**src/rtl/dec_n_scan_pkg.sv**
```systemverilog
// Shared types and helpers for the dec_n_scan one-hot decoder/scanner.
package dec_pkg;

  typedef enum logic [1:0] {
    IDLE = 2'd0,
    HOLD = 2'd1,
    SCAN = 2'd2
  } state_e;

  localparam int N_DEF = 4;
  localparam int OUT_W = 1 << N_DEF;

  function automatic int out_w(input int n);
    return 1 << n;
  endfunction

  function automatic logic [31:0] bin2gray(input logic [31:0] b);
    return b ^ (b >> 1);
  endfunction

endpackage

```
**src/rtl/dec_n_scan_if.sv**
```systemverilog
// Select handshake, dwell and one-hot output bundle for dec_n_scan.
interface dec_n_scan_if #(
  parameter int N  = 4,
  parameter int DW = 4
);
  logic                en;
  logic                mode;
  logic [N-1:0]        sel;
  logic                sel_valid;
  logic                sel_ready;
  logic [DW-1:0]       dwell;
  logic [(1<<N)-1:0]   y;
  logic                y_valid;
  logic [N-1:0]        scan_idx;
  logic                scan_wrap;

  modport master (
    output en, mode, sel, sel_valid, dwell,
    input  sel_ready, y, y_valid, scan_idx, scan_wrap
  );

  modport slave (
    input  en, mode, sel, sel_valid, dwell,
    output sel_ready, y, y_valid, scan_idx, scan_wrap
  );
endinterface

```
**src/rtl/dec_n_scan_onehot.sv**
```systemverilog
// Pure combinational N -> 2^N one-hot decoder.
module dec_onehot
  import dec_pkg::*;
#(
  parameter int N = 4
) (
  input  logic [N-1:0]          sel_i,
  output logic [out_w(N)-1:0]   y_o
);
  localparam int OW = out_w(N);

  assign y_o = OW'(1) << sel_i;
endmodule

```
**src/rtl/dec_n_scan.sv**
```systemverilog
// Registered one-hot decoder with dwell timer and autonomous scan mode.
// Define GRAY_SCAN_EN to walk the scan in Gray-code order instead of binary.
module dec_n_scan
  import dec_pkg::*;
#(
  parameter int N  = 4,
  parameter int DW = 4
) (
  input  logic          clk,
  input  logic          rst_n,
  dec_n_scan_if.slave   bus
);
  localparam int OW = out_w(N);
  localparam logic [1:0] S_IDLE = 2'(IDLE);
  localparam logic [1:0] S_HOLD = 2'(HOLD);
  localparam logic [1:0] S_SCAN = 2'(SCAN);

  logic [1:0]    state_q, state_d;
  logic [DW-1:0] cnt_q, cnt_d;
  logic [N-1:0]  idx_q, idx_d;
  logic [N-1:0]  cntb_q, cntb_d, cntb_inc, scan_next;
  logic [OW-1:0] y_q, y_d, oh;
  logic          yv_q, yv_d, wrap_q, wrap_d, rdy_q, accept;

  assign cntb_inc = cntb_q + N'(1);

`ifdef GRAY_SCAN_EN
  assign scan_next = N'(bin2gray(32'(cntb_inc)));
`else
  assign scan_next = cntb_inc;
`endif

  // rdy_q means "sitting in IDLE"; it is low for the first cycle out of reset
  assign bus.sel_ready = rdy_q & bus.en & ~bus.mode;
  assign accept        = bus.sel_ready & bus.sel_valid;

  always_comb begin
    state_d = state_q;
    cnt_d   = cnt_q;
    idx_d   = idx_q;
    cntb_d  = cntb_q;
    yv_d    = yv_q;
    wrap_d  = 1'b0;
    if (!bus.en) begin
      state_d = S_IDLE;
      cnt_d   = '0;
      yv_d    = 1'b0;
    end else begin
      case (state_q)
        S_IDLE: begin
          if (bus.mode) begin
            state_d = S_SCAN;
            cntb_d  = '0;
            idx_d   = '0;
            cnt_d   = bus.dwell;
            yv_d    = 1'b1;
          end else if (accept) begin
            state_d = S_HOLD;
            idx_d   = bus.sel;
            cnt_d   = bus.dwell;
            yv_d    = 1'b1;
          end
        end
        S_HOLD: begin
          if (cnt_q == '0) begin
            state_d = S_IDLE;
            yv_d    = 1'b0;
          end else begin
            cnt_d = cnt_q - DW'(1);
          end
        end
        S_SCAN: begin
          if (cnt_q != '0) begin
            cnt_d = cnt_q - DW'(1);
          end else if (!bus.mode) begin
            state_d = S_IDLE;
            yv_d    = 1'b0;
          end else begin
            cntb_d = cntb_inc;
            idx_d  = scan_next;
            cnt_d  = bus.dwell;
            wrap_d = (cntb_q == '1);
          end
        end
        default: begin
          state_d = S_IDLE;
          yv_d    = 1'b0;
        end
      endcase
    end
  end

  dec_onehot #(.N(N)) u_onehot (
    .sel_i (idx_d),
    .y_o   (oh)
  );

  assign y_d = yv_d ? oh : '0;

  always_ff @(posedge clk or negedge rst_n) begin
    if (!rst_n) begin
      state_q <= S_IDLE;
      cnt_q   <= '0;
      idx_q   <= '0;
      cntb_q  <= '0;
      y_q     <= '0;
      yv_q    <= 1'b0;
      wrap_q  <= 1'b0;
      rdy_q   <= 1'b0;
    end else begin
      state_q <= state_d;
      cnt_q   <= cnt_d;
      idx_q   <= idx_d;
      cntb_q  <= cntb_d;
      y_q     <= y_d;
      yv_q    <= yv_d;
      wrap_q  <= wrap_d;
      rdy_q   <= (state_d == S_IDLE);
    end
  end

  assign bus.y         = y_q;
  assign bus.y_valid   = yv_q;
  assign bus.scan_idx  = idx_q;
  assign bus.scan_wrap = wrap_q;
endmodule

```
**src/flat_wrapper.sv**
```systemverilog
// flat-port wrapper written by rule: the top's interface ports become plain ports
module dec_n_scan_flat import dec_pkg::*;
#(
  parameter int N  = 4,
  parameter int DW = 4
)
  (clk, rst_n, bus_en, bus_mode, bus_sel, bus_sel_valid, bus_dwell, bus_sel_ready, bus_y, bus_y_valid, bus_scan_idx, bus_scan_wrap);
  dec_n_scan_if #(.N(N), .DW(DW)) bus_i ();
  input  logic clk;
  input  logic rst_n;
  input wire logic [$bits(bus_i.en)-1:0] bus_en;
  input wire logic [$bits(bus_i.mode)-1:0] bus_mode;
  input wire logic [$bits(bus_i.sel)-1:0] bus_sel;
  input wire logic [$bits(bus_i.sel_valid)-1:0] bus_sel_valid;
  input wire logic [$bits(bus_i.dwell)-1:0] bus_dwell;
  output wire logic [$bits(bus_i.sel_ready)-1:0] bus_sel_ready;
  output wire logic [$bits(bus_i.y)-1:0] bus_y;
  output wire logic [$bits(bus_i.y_valid)-1:0] bus_y_valid;
  output wire logic [$bits(bus_i.scan_idx)-1:0] bus_scan_idx;
  output wire logic [$bits(bus_i.scan_wrap)-1:0] bus_scan_wrap;
  assign bus_i.en = bus_en;
  assign bus_i.mode = bus_mode;
  assign bus_i.sel = bus_sel;
  assign bus_i.sel_valid = bus_sel_valid;
  assign bus_i.dwell = bus_dwell;
  assign bus_sel_ready = bus_i.sel_ready;
  assign bus_y = bus_i.y;
  assign bus_y_valid = bus_i.y_valid;
  assign bus_scan_idx = bus_i.scan_idx;
  assign bus_scan_wrap = bus_i.scan_wrap;
  dec_n_scan #(.N(N), .DW(DW)) u_core (.clk(clk), .rst_n(rst_n), .bus(bus_i));
endmodule
```
**config.mk**
```make
export PLATFORM = sky130hd
export DESIGN_NAME = dec_n_scan_flat
export DESIGN_NICKNAME = d
export VERILOG_FILES = /design/src/rtl/dec_n_scan_pkg.sv /design/src/rtl/dec_n_scan_if.sv /design/src/rtl/dec_n_scan_onehot.sv /design/src/rtl/dec_n_scan.sv /design/src/flat_wrapper.sv
export SDC_FILE = /design/constraint.sdc
export NUM_CORES = 1
export LEC_CHECK = 0
export CAP_MARGIN = 10
export CORE_UTILIZATION = 54
export CTS_CLUSTER_DIAMETER = 40
export CTS_CLUSTER_SIZE = 14
export DETAILED_ROUTE_END_ITERATION = 7
export PLACE_DENSITY = 0.84
export SETUP_SLACK_MARGIN = 0.1
export SYNTH_ARGS = -nofsm -noshare
export SYNTH_HDL_FRONTEND = slang
export SYNTH_SLANG_ARGS = --single-unit
```
**constraint.sdc**
```tcl
create_clock -name clk -period 4.3 [get_ports clk]
set_clock_uncertainty 0.1 [all_clocks]
set_input_delay 0.43 -clock clk [delete_from_list [all_inputs] [get_ports clk]]
set_output_delay 0.43 -clock clk [all_outputs]
set_load 0.03 [all_outputs]
```
* Yosys cells after proc, flatten, opt, wreduce, memory -nomap -nowiden
Cells that the tools add are included.
** Storage, ports and cells
- Flip-flop bits (word level) :: 33
- Input port bits :: 13
- Output and inout port bits :: 23
- Word-level logic and storage cells :: 68
** Operators by class
- $add $sub $neg :: 2
- Equal/unequal tests :: 10
- Shift-type cells :: 1
- Muxes and demuxes :: 36
- Bitwise operators :: 4
- Reduce and logical (&&, ||, !) cells :: 7
** Operators by type and width (count)
- 4-bit two-way mux :: 14
- 16-bit two-way mux :: 1
- 4-bit one-hot mux with 2 select lines :: 2
- 1-bit by 4-bit << shifter with 16-bit output, first input constant :: 1
- 2-bit two-way mux :: 6
- 4-bit one-hot mux with 3 select lines :: 1
- 1-bit two-way mux :: 10
- 4-bit by 3-bit != test with 1-bit output, second input constant :: 2
- 2-bit != test, second input constant :: 3
- 2-bit one-hot mux with 3 select lines :: 1
- 5-bit AND reduction :: 1
- 4-bit by 1-bit adder with 4-bit output, second input constant :: 1
- 4-bit equality test, second input constant :: 1
- 2-bit logical NOT :: 2
- 4-bit logical NOT :: 1
- 4-bit by 1-bit != test with 1-bit output, second input constant :: 1
- 4-bit AND reduction :: 1
- 4-bit nonzero test :: 1
- 4-bit by 1-bit subtractor with 4-bit output, second input constant :: 1
- 1-bit AND :: 3
- 3-bit != test, second input constant :: 1
- 1-bit one-hot mux with 3 select lines :: 1
- 2-bit by 1-bit equality test with 1-bit output, second input constant :: 1
- 2-bit equality test, second input constant :: 1
- other kinds (2) :: 2

* Logic depth before layout (Yosys ltp)
Gate-level depths: netlist of the first run.
- Depth after elaboration :: 9
- Mapped depth :: 9
- Mapped depth without buffers :: 8

* Hierarchy
A second synthesis of the first run with hierarchy kept.
** Unflattened totals
- Cells, all modules :: 192
- Area total of the unflattened synthesis :: 1901.8 um2
** Modules (own cells, without submodules)
- dec_n_scan :: instances 1, cells each 172, area each 1675.4 um2, sequential area each 825.8 um2
- dec_onehot :: instances 1, cells each 20, area each 226.5 um2, sequential area each 0.0 um2

* Worst setup path before layout of the first run
OpenSTA, ideal clock, no wires.
- Kind :: reg2reg
- Start point :: register u_core.cnt_q[0]
- End point :: register u_core.y_q[2], in the netlist u_core.bus.y[2]
- Library setup time :: 0.075 ns
- Data arrival time :: 1.831 ns
- Data required time :: 4.125 ns
- Setup slack :: 2.294 ns
- Cell stages (with the launch flop) :: 9
- Path buffers :: 1
- Period minus slack after synthesis :: 2.006 ns
- Cell sequence :: dfrtp_1 inv_1 ha_1 or3b_4 buf_6 nor3_4 o22ai_2 a211o_1 nor2_1
** Between the ends
- Cells in the longest elaborated chain, start to end :: 6
- Elaborated cells on any way between the ends :: 11
- Classes of those cells :: shift (1); mux (8); reduce/logical (2)
** Ends and longest elaborated chain
- from (decl) :: line dec_n_scan.sv:19 : logic [DW-1:0] cnt_q, cnt_d;
- from (signal assigned) :: line dec_n_scan.sv:112 : cnt_q <= cnt_d;
- 4-bit nonzero test :: line dec_n_scan.sv:73 : if (cnt_q != '0) begin
- 4-bit two-way mux :: line dec_n_scan.sv:73
- 4-bit one-hot mux with 2 select lines :: line dec_n_scan.sv:49 : case (state_q)
- 4-bit two-way mux :: line dec_n_scan.sv:44 : if (!bus.en) begin
- 1-bit by 4-bit << shifter with 16-bit output :: line dec_n_scan_onehot.sv:12 : assign y_o = OW'(1) << sel_i;
- 16-bit two-way mux (*) :: line dec_n_scan.sv:98 : assign y_d = yv_d ? oh : '0;
- via u_core.y_d[2] :: line dec_n_scan.sv:22 : logic [OW-1:0] y_q, y_d, oh;
- to (signal assigned) :: line dec_n_scan.sv:115 : y_q <= y_d;
- to (decl) :: line dec_n_scan.sv:22
The timed path passes the listed nets; every way through them passes the cells marked *.
A chain may end at the register's enable or synchronous reset.

* Worst setup path in the final report of the first run
- Start point :: input bus_en
- End point :: output bus_sel_ready
** Between the ends
- Cells in the longest elaborated chain, start to end :: 2
** Ends and longest elaborated chain
- from (decl) :: line flat_wrapper.sv:11 : input wire logic [$bits(bus_i.en)-1:0] bus_en;
- 1-bit AND (2 in a row) :: line dec_n_scan.sv:34 : assign bus.sel_ready = rdy_q & bus.en & ~bus.mode;
- to (decl) :: line flat_wrapper.sv:16 : output wire logic [$bits(bus_i.sel_ready)-1:0] bus_sel_ready;
No other way between the ends.

==> results of run 1 <==
kinds of logic (layout without fill, tap and decap cells):
| logic type | after synthesis | count (layout) | share of synthesized area, % |
|---|---|---|---|
| AOI/OAI and AO/OA | 47 | 47 | 21.0 |
| and+or+nand+nor | 61 | 61 | 19.7 |
| xor gates and xnor gates | 3 | 3 | 1.56 |
| buffers and inverters | 13 | 52 | 3.56 |
| adders and majority gates | 7 | 7 | 5.20 |
| DFF | 33 | 33 | 49.0 |
final timing paths:
path                                    from           endpoint  depth (start not counted)
max                                   bus_en      bus_sel_ready                          3
min                                    rst_n   u_core.cntb_q[2]                          2
max reg2reg                u_core.state_q[0]       u_core.rdy_q                          7
min reg2reg                 u_core.cntb_q[3]   u_core.cntb_q[3]                          1
max in group asynchronous              rst_n  u_core.state_q[1]                          2
min in group clk            u_core.cntb_q[3]   u_core.cntb_q[3]                          1
stage by stage:
stage | std cells | cell area [um^2] | setup slack, ps
after floorplan | 164 | 1690 | 2290
after global placement | 226 | 2050 | 1730
after detailed placement | 226 | 2050 | 1680
after CTS | 234 | 2140 | 1670
after global routing | 234 | 2140 | 1600
final | 234 | 2140 | 1680
routing by layer:
metal	global-route usage (%)	vias up	share of wire (%)	wire, um
met3	6.47	6	5.2	197
met5	0	-	0	0
li1	-	672	-	-
met1	35.7	686	47	1770
met4	8.16	0	1.3	48
met2	41.7	46	47	1780
state kept, by name (all words and copies together), names as in the netlist:
| name | cells |
|---|---|
| u_core.bus.scan_idx | 4 |
| u_core.bus.scan_wrap | 1 |
| u_core.bus.y | 16 |
| u_core.bus.y_valid | 1 |
| u_core.cnt_q | 4 |
| u_core.cntb_q | 4 |
| u_core.rdy_q | 1 |
| u_core.state_q | 2 |
layout make-up:
type | instances | area [um^2]
Clock inverter | 1 | 30.0
Sequential cell | 33 | 826
Inverter | 8 | 30.0
Timing Repair Buffer | 36 | 358
Multi-Input combinational cell | 118 | 800
Clock buffer | 7 | 55.1
Tap cell | 31 | 38.8
Fill cell | 213 | 716
worst max-delay path, cell delays in order:
cell             delay, ps
clkdlybuf4s50_1        760
and3_1                 230
clkdlybuf4s50_1        670
layout by cell type (no fill, tap or decap), types with 4 or more instances in the layout:
cell type,synthesis,routed
a21oi_1,7,7
clkbuf_4,0,5
clkdlybuf4s50_1,0,35
dfrtp_1,33,33
ha_1,7,7
inv_1,7,7
nand2_1,9,9
nand2b_1,4,4
nand3_1,4,4
nor2_1,22,22
nor3_1,5,5
o211ai_1,6,6
o21ai_0,6,6
power by group:
part | leakage (nW) | switching (mW) | internal, mW
registers | 0.447 | 0.0304 | 0.340
clock network | 0.0455 | 0.104 | 0.139
logic | 0.499 | 0.164 | 0.110
total | 0.992 | 0.298 | 0.589
==> impl_metrics.yaml, run 1 <==
run_status:
  status: "finished, final reports clean"
cells_and_area:
  utilization_pct: 74.9
  nets: 222
  n_antenna_cell: 0
  drive_gt1_share_pct: 8.37
  synthToLayoutAreaGrowth_pct: 26.8
drt:
  dr.pass1.iters: 6
  wl_um: 3800
  first_iter_violations: 39
  wl_per_cell_um: 16.2
  ant_nets: 0
  dr_total_vias: 1410
  drc: 0
  viasPerCell: 6.03
timing:
  period_minus_slack_ps: 2620
  hold_slack_ps: 381
  drv_slew: 0
  setup_viol: 0
  fin_tns_setup_ps: 0
  post-route-period-util_pct: 60.9
  hold_viol_final: 0
  worstMarginPinSlew_ps: 500
  timing.fmax_mhz: 382
  rsz0062_at_grt: "false"
  slew_headroom_pct: 66.6
synth:
  synthCells: 164
  synth_seq_cells: 33
  synth_most_common_cell: "dfrtp_1"
  syn_area_per_cell_um2: 10.3
  synth_fp_nets: 184
  async_flop_share_pct: 100
  ys_top_cells_by_count: "33 x dfrtp_1, 22 x nor2_1, 9 x nand2_1"
  ys_top_cells_by_area: "dfrtp_1 49%, ha_1 5.2%, nor2_1 4.9%, o211ai_1 2.7%, a21oi_1 2.1%"
  synth_cell_type_count: 45
  synth-seq-area-share_pct: 49.0
  synth.largest_area_cell: "dfrtp_1"
  synth_top_area_share_pct: 49.0
  ys.flop_type: "dfrtp_1"
  ys.warnings.count: 0
  syn_area_um2: 1690
  synth-edff-count: 0
clocking:
  clk_latency_ps: 330
  postCtsSetupRepairBufs: 0
  numClockSinks: 33
  holdBufCountCts: 0
  h-tree-depth: 2
  cts_buffers: 5
  cts_tree: "built"
  clock_path_buffers: 2
  clk_pin_slew_worst_paths_ps: 100
  ctsResizeCount: 0
  cts_root_buf: "clkbuf_4"
place:
  port_buffers: 35
  place_congestion: 0.872
  hpwl_um: 2780
worst_setup_path:
  crit_path_start_kind: "input pin"
  critPathCaptureType: "output pin"
  path_class: "input pin to output pin"
  r2r_setup_slack_ps: 1860
  worstPathArrival_ps: 2090
  worstPathMaxFanout: 14
  critPathRequiredTime_ps: 3770
grt:
  grt_antenna_before_repair: 0
  grt_max_degree: 34
  grt_pass1_wl_um: 6700
  grtUsageTotal_pct: 26.3
  grt_pass1_vias: 1443
  grt.overflow.total: 0
die:
  dieArea_um2: 3350
  core-area_um2: 2850
  start_util_pct: 59.1
  ioPinCount: 36
  die_y_um: 57.9
  rows: 19
  die_w_um: 57.9
pwr:
  p_per_area_nw_per_um2: 415
  ir_drop_mv: 0.290
  power.total_mw: 0.887
  power.leakage_nw: 0.992
hold_path:
  min_path_type: "input pin to asynchronous set/reset pin"
run:
  max-cap-violations: 0
(Power assumes the default switching activity.)
==> inputs of run 2 (changes only) <==
- CORE_UTILIZATION: 54 -> 50
- PLACE_DENSITY: 0.84 -> 0.79
- clock period: 4.3 -> 2.45 ns (I/O delays scaled with it)
==> run 2 against run 1 <==
Net effect: die area up 7.7%; sequential share of layout area fell by 0.60 points; global-route usage shrank 3.6 points; worst setup slack worse by 1400 ps; via count rose by 0.50%; combinational power rose by 76%; critical path depth is 1 higher; design area up 1.6%; register-to-register slack worse by 1600 ps.
==> impl_metrics.yaml, run 2 (synthesized netlist as in run 1, its figures left out) <==
pwr:
  combPwrFrac_pct: 33.8
  intPower_mw: 0.909
  sw_frac_of_total_pct: 36.4
  power.total_mw: 1.43
  p_per_area_nw_per_um2: 658
  p_seq_share_pct: 45.5
  power.leakage_nw: 0.993
  pwr-share-clk_pct: 20.7
  ir_drop_mv: 0.377
  power_switching_mw: 0.520
clocking:
  clk_pin_slew_worst_paths_ps: 100
  cts_buffers: 5
  postCtsSetupRepairBufs: 0
  holdBufCountCts: 0
  clk_latency_ps: 330
  ctsResizeCount: 0
  h-tree-depth: 2
  cts_root_buf: "clkbuf_4"
  clock_path_buffers: 2
  numClockSinks: 33
  cts_tree: "built"
run:
  max-cap-violations: 0
timing:
  worstMarginPinSlew_ps: 435
  rsz0062_at_grt: "false"
  timing.fmax_mhz: 453
  setup_viol: 0
  fin_tns_setup_ps: 0
  hold_viol_final: 0
  period_minus_slack_ps: 2210
  post-route-period-util_pct: 90.0
  drv_slew: 0
  slew_headroom_pct: 70.9
worst_setup_path:
  critPathRequiredTime_ps: 2110
  path_cells: "clkdlybuf4s50_1 > inv_1 > and3_1 > clkdlybuf4s50_1"
  max_stage_delay_ps: 670
  critPathBufInv: 3
  cp.depth: 4
  path_class: "input pin to output pin"
  worstPathArrival_ps: 1860
  critPathCaptureType: "output pin"
  worstPathMaxFanout: 11
  crit_path_start_kind: "input pin"
  reg2reg_depth: 7
  crit_path_frequent_cell: "clkdlybuf4s50_1"
  crit_family: "buffers and inverters"
  slowest_stage: "clkdlybuf4s50_1"
die:
  ioPinCount: 36
  dieArea_um2: 3610
  core-area_um2: 3130
  rows: 20
  start_util_pct: 53.9
  die_y_um: 60.1
  die_w_um: 60.1
place:
  place_congestion: 0.871
  port_buffers: 35
  place_inst: 242
  dpl_cell_area_um2: 2090
  hpwl_um: 2720
cells_and_area:
  largest_reg_flops: 16
  nets: 225
  fillers: 240
  final_cell_area_um2: 2170
  drive_gt1_share_pct: 11.7
  synthToLayoutAreaGrowth_pct: 28.8
  layout_common_cells: "35 x clkdlybuf4s50_1, 33 x dfrtp_1, 22 x nor2_1, 9 x nand2_1, 7 x a21oi_1"
  final_cells: 250
  layout_commonest_cell: "clkdlybuf4s50_1"
  n_antenna_cell: 0
drt:
  viasPerCell: 5.67
  wl_um: 3650
  ant_nets: 0
  drc: 0
  dr.pass1.iters: 5
  wl_per_cell_um: 14.6
  dr_total_vias: 1417
  first_iter_violations: 102
grt:
  grt.overflow.total: 0
  grt_max_degree: 34
  grt_pass1_vias: 1300
  grt_pass1_wl_um: 5870
  grt_antenna_before_repair: 0
  grtUsageTotal_pct: 22.6
hold_path:
  min_path_type: "input pin to asynchronous set/reset pin"
run_status:
  status: "finished, final reports clean"
run 2: cell types whose count changed in the layout (fill, tap and decap cells not counted), moves of 2 or more:
cell | before | now
ha_1 | 7 | 5
buf_4 | 1 | 4
clkinv_2 | 0 | 2
ha_4 | 0 | 2
run 2: power groups by stage:
stage | logic (mW) | registers, mW | clock network, mW
floorplan | 0.273 | 0.703 | 0
global placement | 0.463 | 0.655 | 0
detailed placement | 0.470 | 0.659 | 0
CTS | 0.472 | 0.648 | 0.305
global route | 0.526 | 0.657 | 0.323
finish | 0.483 | 0.650 | 0.296
run 2: stage by stage:
step,setup slack (ps),hold slack (ps),util (%)
floorplan,444,-151,-
global placement,147,413,66.8
detailed placement,89.5,419,66.8
CTS,182,204,68.6
global route,89.1,219,69.4
finish,245,198,69.4
run 2: layer usage:
metal	vias up	part of all wire (%)	GRT usage, %
met5	-	0	0
met4	0	1.4	8.31
met3	7	3.8	6.93
met2	35	49	36.7
met1	698	46	28.4
li1	677	-	-
run 2: path summary, 6_finish.rpt:
kind,startpoint,end,slack [ps]
worst min register to register,u_core.cntb_q[3],u_core.cntb_q[3],450
worst max-delay path,bus_mode,bus_sel_ready,240
max in group asynchronous,rst_n,u_core.state_q[1],1750
min in group clk,bus_sel[1],u_core.bus.scan_idx[1],440
worst min-delay path,rst_n,u_core.cntb_q[2],200
worst max register to register,u_core.cnt_q[0],u_core.bus.y[3],250
run 2: layout make-up:
cell class | count | area (um^2) | area share [%]
clock buffer | 5 | 37.5 | 1.73
clock inverter | 3 | 17.5 | 0.807
inverter | 8 | 30.0 | 1.38
multi-input combinational | 118 | 825 | 38.0
sequential | 33 | 826 | 38.0
tap | 44 | 55.1 | 2.54
timing repair buffer | 39 | 380 | 17.5
==> inputs of run 3 (changes only) <==
- CORE_UTILIZATION: 50 -> 54
- PLACE_DENSITY: 0.79 -> 0.84
- SLEW_MARGIN: default -> 15
- clock period: 2.45 -> 2.6 ns (I/O delays scaled with it)
==> run 3 against run 2 <==
Net effect: cell count decreased by 6.0%; largest cell class unchanged; worst setup slack improved by 26 ps; highest routed layer unchanged; the run now ends with design-rule violations left; total power decreased by 7.3%.
==> impl_metrics.yaml, run 3 (synthesized netlist as in run 1, its figures left out) <==
run_status:
  status: "finished with violations"
  violations: "design-rule violations"
pwr:
  ir_drop_mv: 0.517
  power.total_mw: 1.33
  power.leakage_nw: 0.982
  pwr-share-clk_pct: 20.0
  combPwrFrac_pct: 33.7
  p_per_area_nw_per_um2: 627
  sw_frac_of_total_pct: 36.0
  power_switching_mw: 0.477
  p_seq_share_pct: 46.3
  intPower_mw: 0.848
drt:
  drc: 1
  wl_per_cell_um: 16.5
  wl_um: 3880
  ant_nets: 0
  dr_total_vias: 1439
  viasPerCell: 6.12
  first_iter_violations: 62
  dr.pass1.iters: 7
die:
  rows: 19
  start_util_pct: 59.1
  die_w_um: 57.9
  ioPinCount: 36
  die_y_um: 57.9
  core-area_um2: 2850
  dieArea_um2: 3350
clocking:
  cts_tree: "built"
  numClockSinks: 33
  h-tree-depth: 2
  cts_buffers: 5
  holdBufCountCts: 0
  postCtsSetupRepairBufs: 0
  clock_path_buffers: 2
  cts_root_buf: "clkbuf_4"
  clk_pin_slew_worst_paths_ps: 90
  clk_latency_ps: 330
cells_and_area:
  utilization_pct: 74.1
  layout_common_cells: "35 x clkdlybuf4s50_1, 33 x dfrtp_1, 22 x nor2_1, 9 x nand2_1"
  n_antenna_cell: 0
  nets: 223
  layout_commonest_cell: "clkdlybuf4s50_1"
  final_cells: 235
  largest_reg_flops: 16
  final_cell_area_um2: 2110
  synthToLayoutAreaGrowth_pct: 25.4
  drive_gt1_share_pct: 9.31
grt:
  grt_pass1_vias: 1416
  grtUsageTotal_pct: 26.6
  grt.overflow.total: 0
  grt_max_degree: 34
  grt_pass1_wl_um: 6620
  grt_antenna_before_repair: 0
worst_setup_path:
  path_class: "flip-flop to flip-flop"
  worstPathMaxFanout: 9
  reg2reg_from: "u_core.state_q[0]"
  critPathCaptureType: "flip-flop"
  worstPathArrival_ps: 2440
  crit_path_start_kind: "flip-flop"
  cp-startpoint: "u_core.state_q[0]"
  critPathRequiredTime_ps: 2710
place:
  dp_slack_ps: 122
  port_buffers: 35
  place_congestion: 0.919
  hpwl_um: 2930
  place_inst: 227
  dpl_cell_area_um2: 2060
timing:
  drv_slew: 0
  setup_viol: 0
  post-route-period-util_pct: 89.6
  layout_setup_ws_ps: 271
  slew_headroom_pct: 69.6
  fin_tns_setup_ps: 0
  rsz0062_at_grt: "false"
  period_minus_slack_ps: 2330
  timing.fmax_mhz: 429
  worstMarginPinSlew_ps: 452
  hold_slack_ps: 203
  hold_viol_final: 0
hold_path:
  min_path_type: "input pin to asynchronous set/reset pin"
run:
  max-cap-violations: 0
[run 3: worst max-delay path, stage by stage, from the launching register on]
cell	delay (ps)
dfrtp_1	410
inv_1	100
ha_1	320
nor2b_1	190
and4_1	290
a221oi_2	410
inv_2	90
o211ai_1	190
nor2_1	110
[run 3: repair_timing]
item	in CTS	in global routing
resized for setup	0	1
setup endpoints to repair	0	12
hold endpoints to repair	0	0
[run 3: final timing paths]
kind | to | slack, ps | cells after the start
setup / recovery | u_core.bus.y[11] | 270 | 8
hold / removal | u_core.cntb_q[0] | 200 | 2
setup reg to reg | u_core.bus.y[11] | 270 | 8
hold reg to reg | u_core.cntb_q[1] | 460 | 1
max in group asynchronous | u_core.rdy_q | 1910 | 2
min in group clk | u_core.cntb_q[1] | 460 | 1
[run 3: layer usage]
layer | up-vias | track usage [%] | share of wire (%)
met3 | 10 | 8.48 | 5.8
met5 | - | 0 | 0
met1 | 705 | 35.2 | 44
met4 | 0 | 9.86 | 2.5
met2 | 52 | 41.2 | 48
li1 | 672 | - | -
[run 3: final cells by class]
class	instances	area [um^2]
sequential	33	826
inverter	8	30.0
timing repair buffer	37	365
clock inverter	2	10.0
multi-input combinational	118	802
clock buffer	6	41.3
fill	218	739
tap	31	38.8
[run 3: power by group through the flow]
stage	clock network [mW]	logic [mW]	registers (mW)
finish	0.265	0.447	0.613
CTS	0.275	0.445	0.611
global route	0.291	0.491	0.620
floorplan	0	0.258	0.662
global placement	0	0.430	0.618
detailed placement	0	0.443	0.622
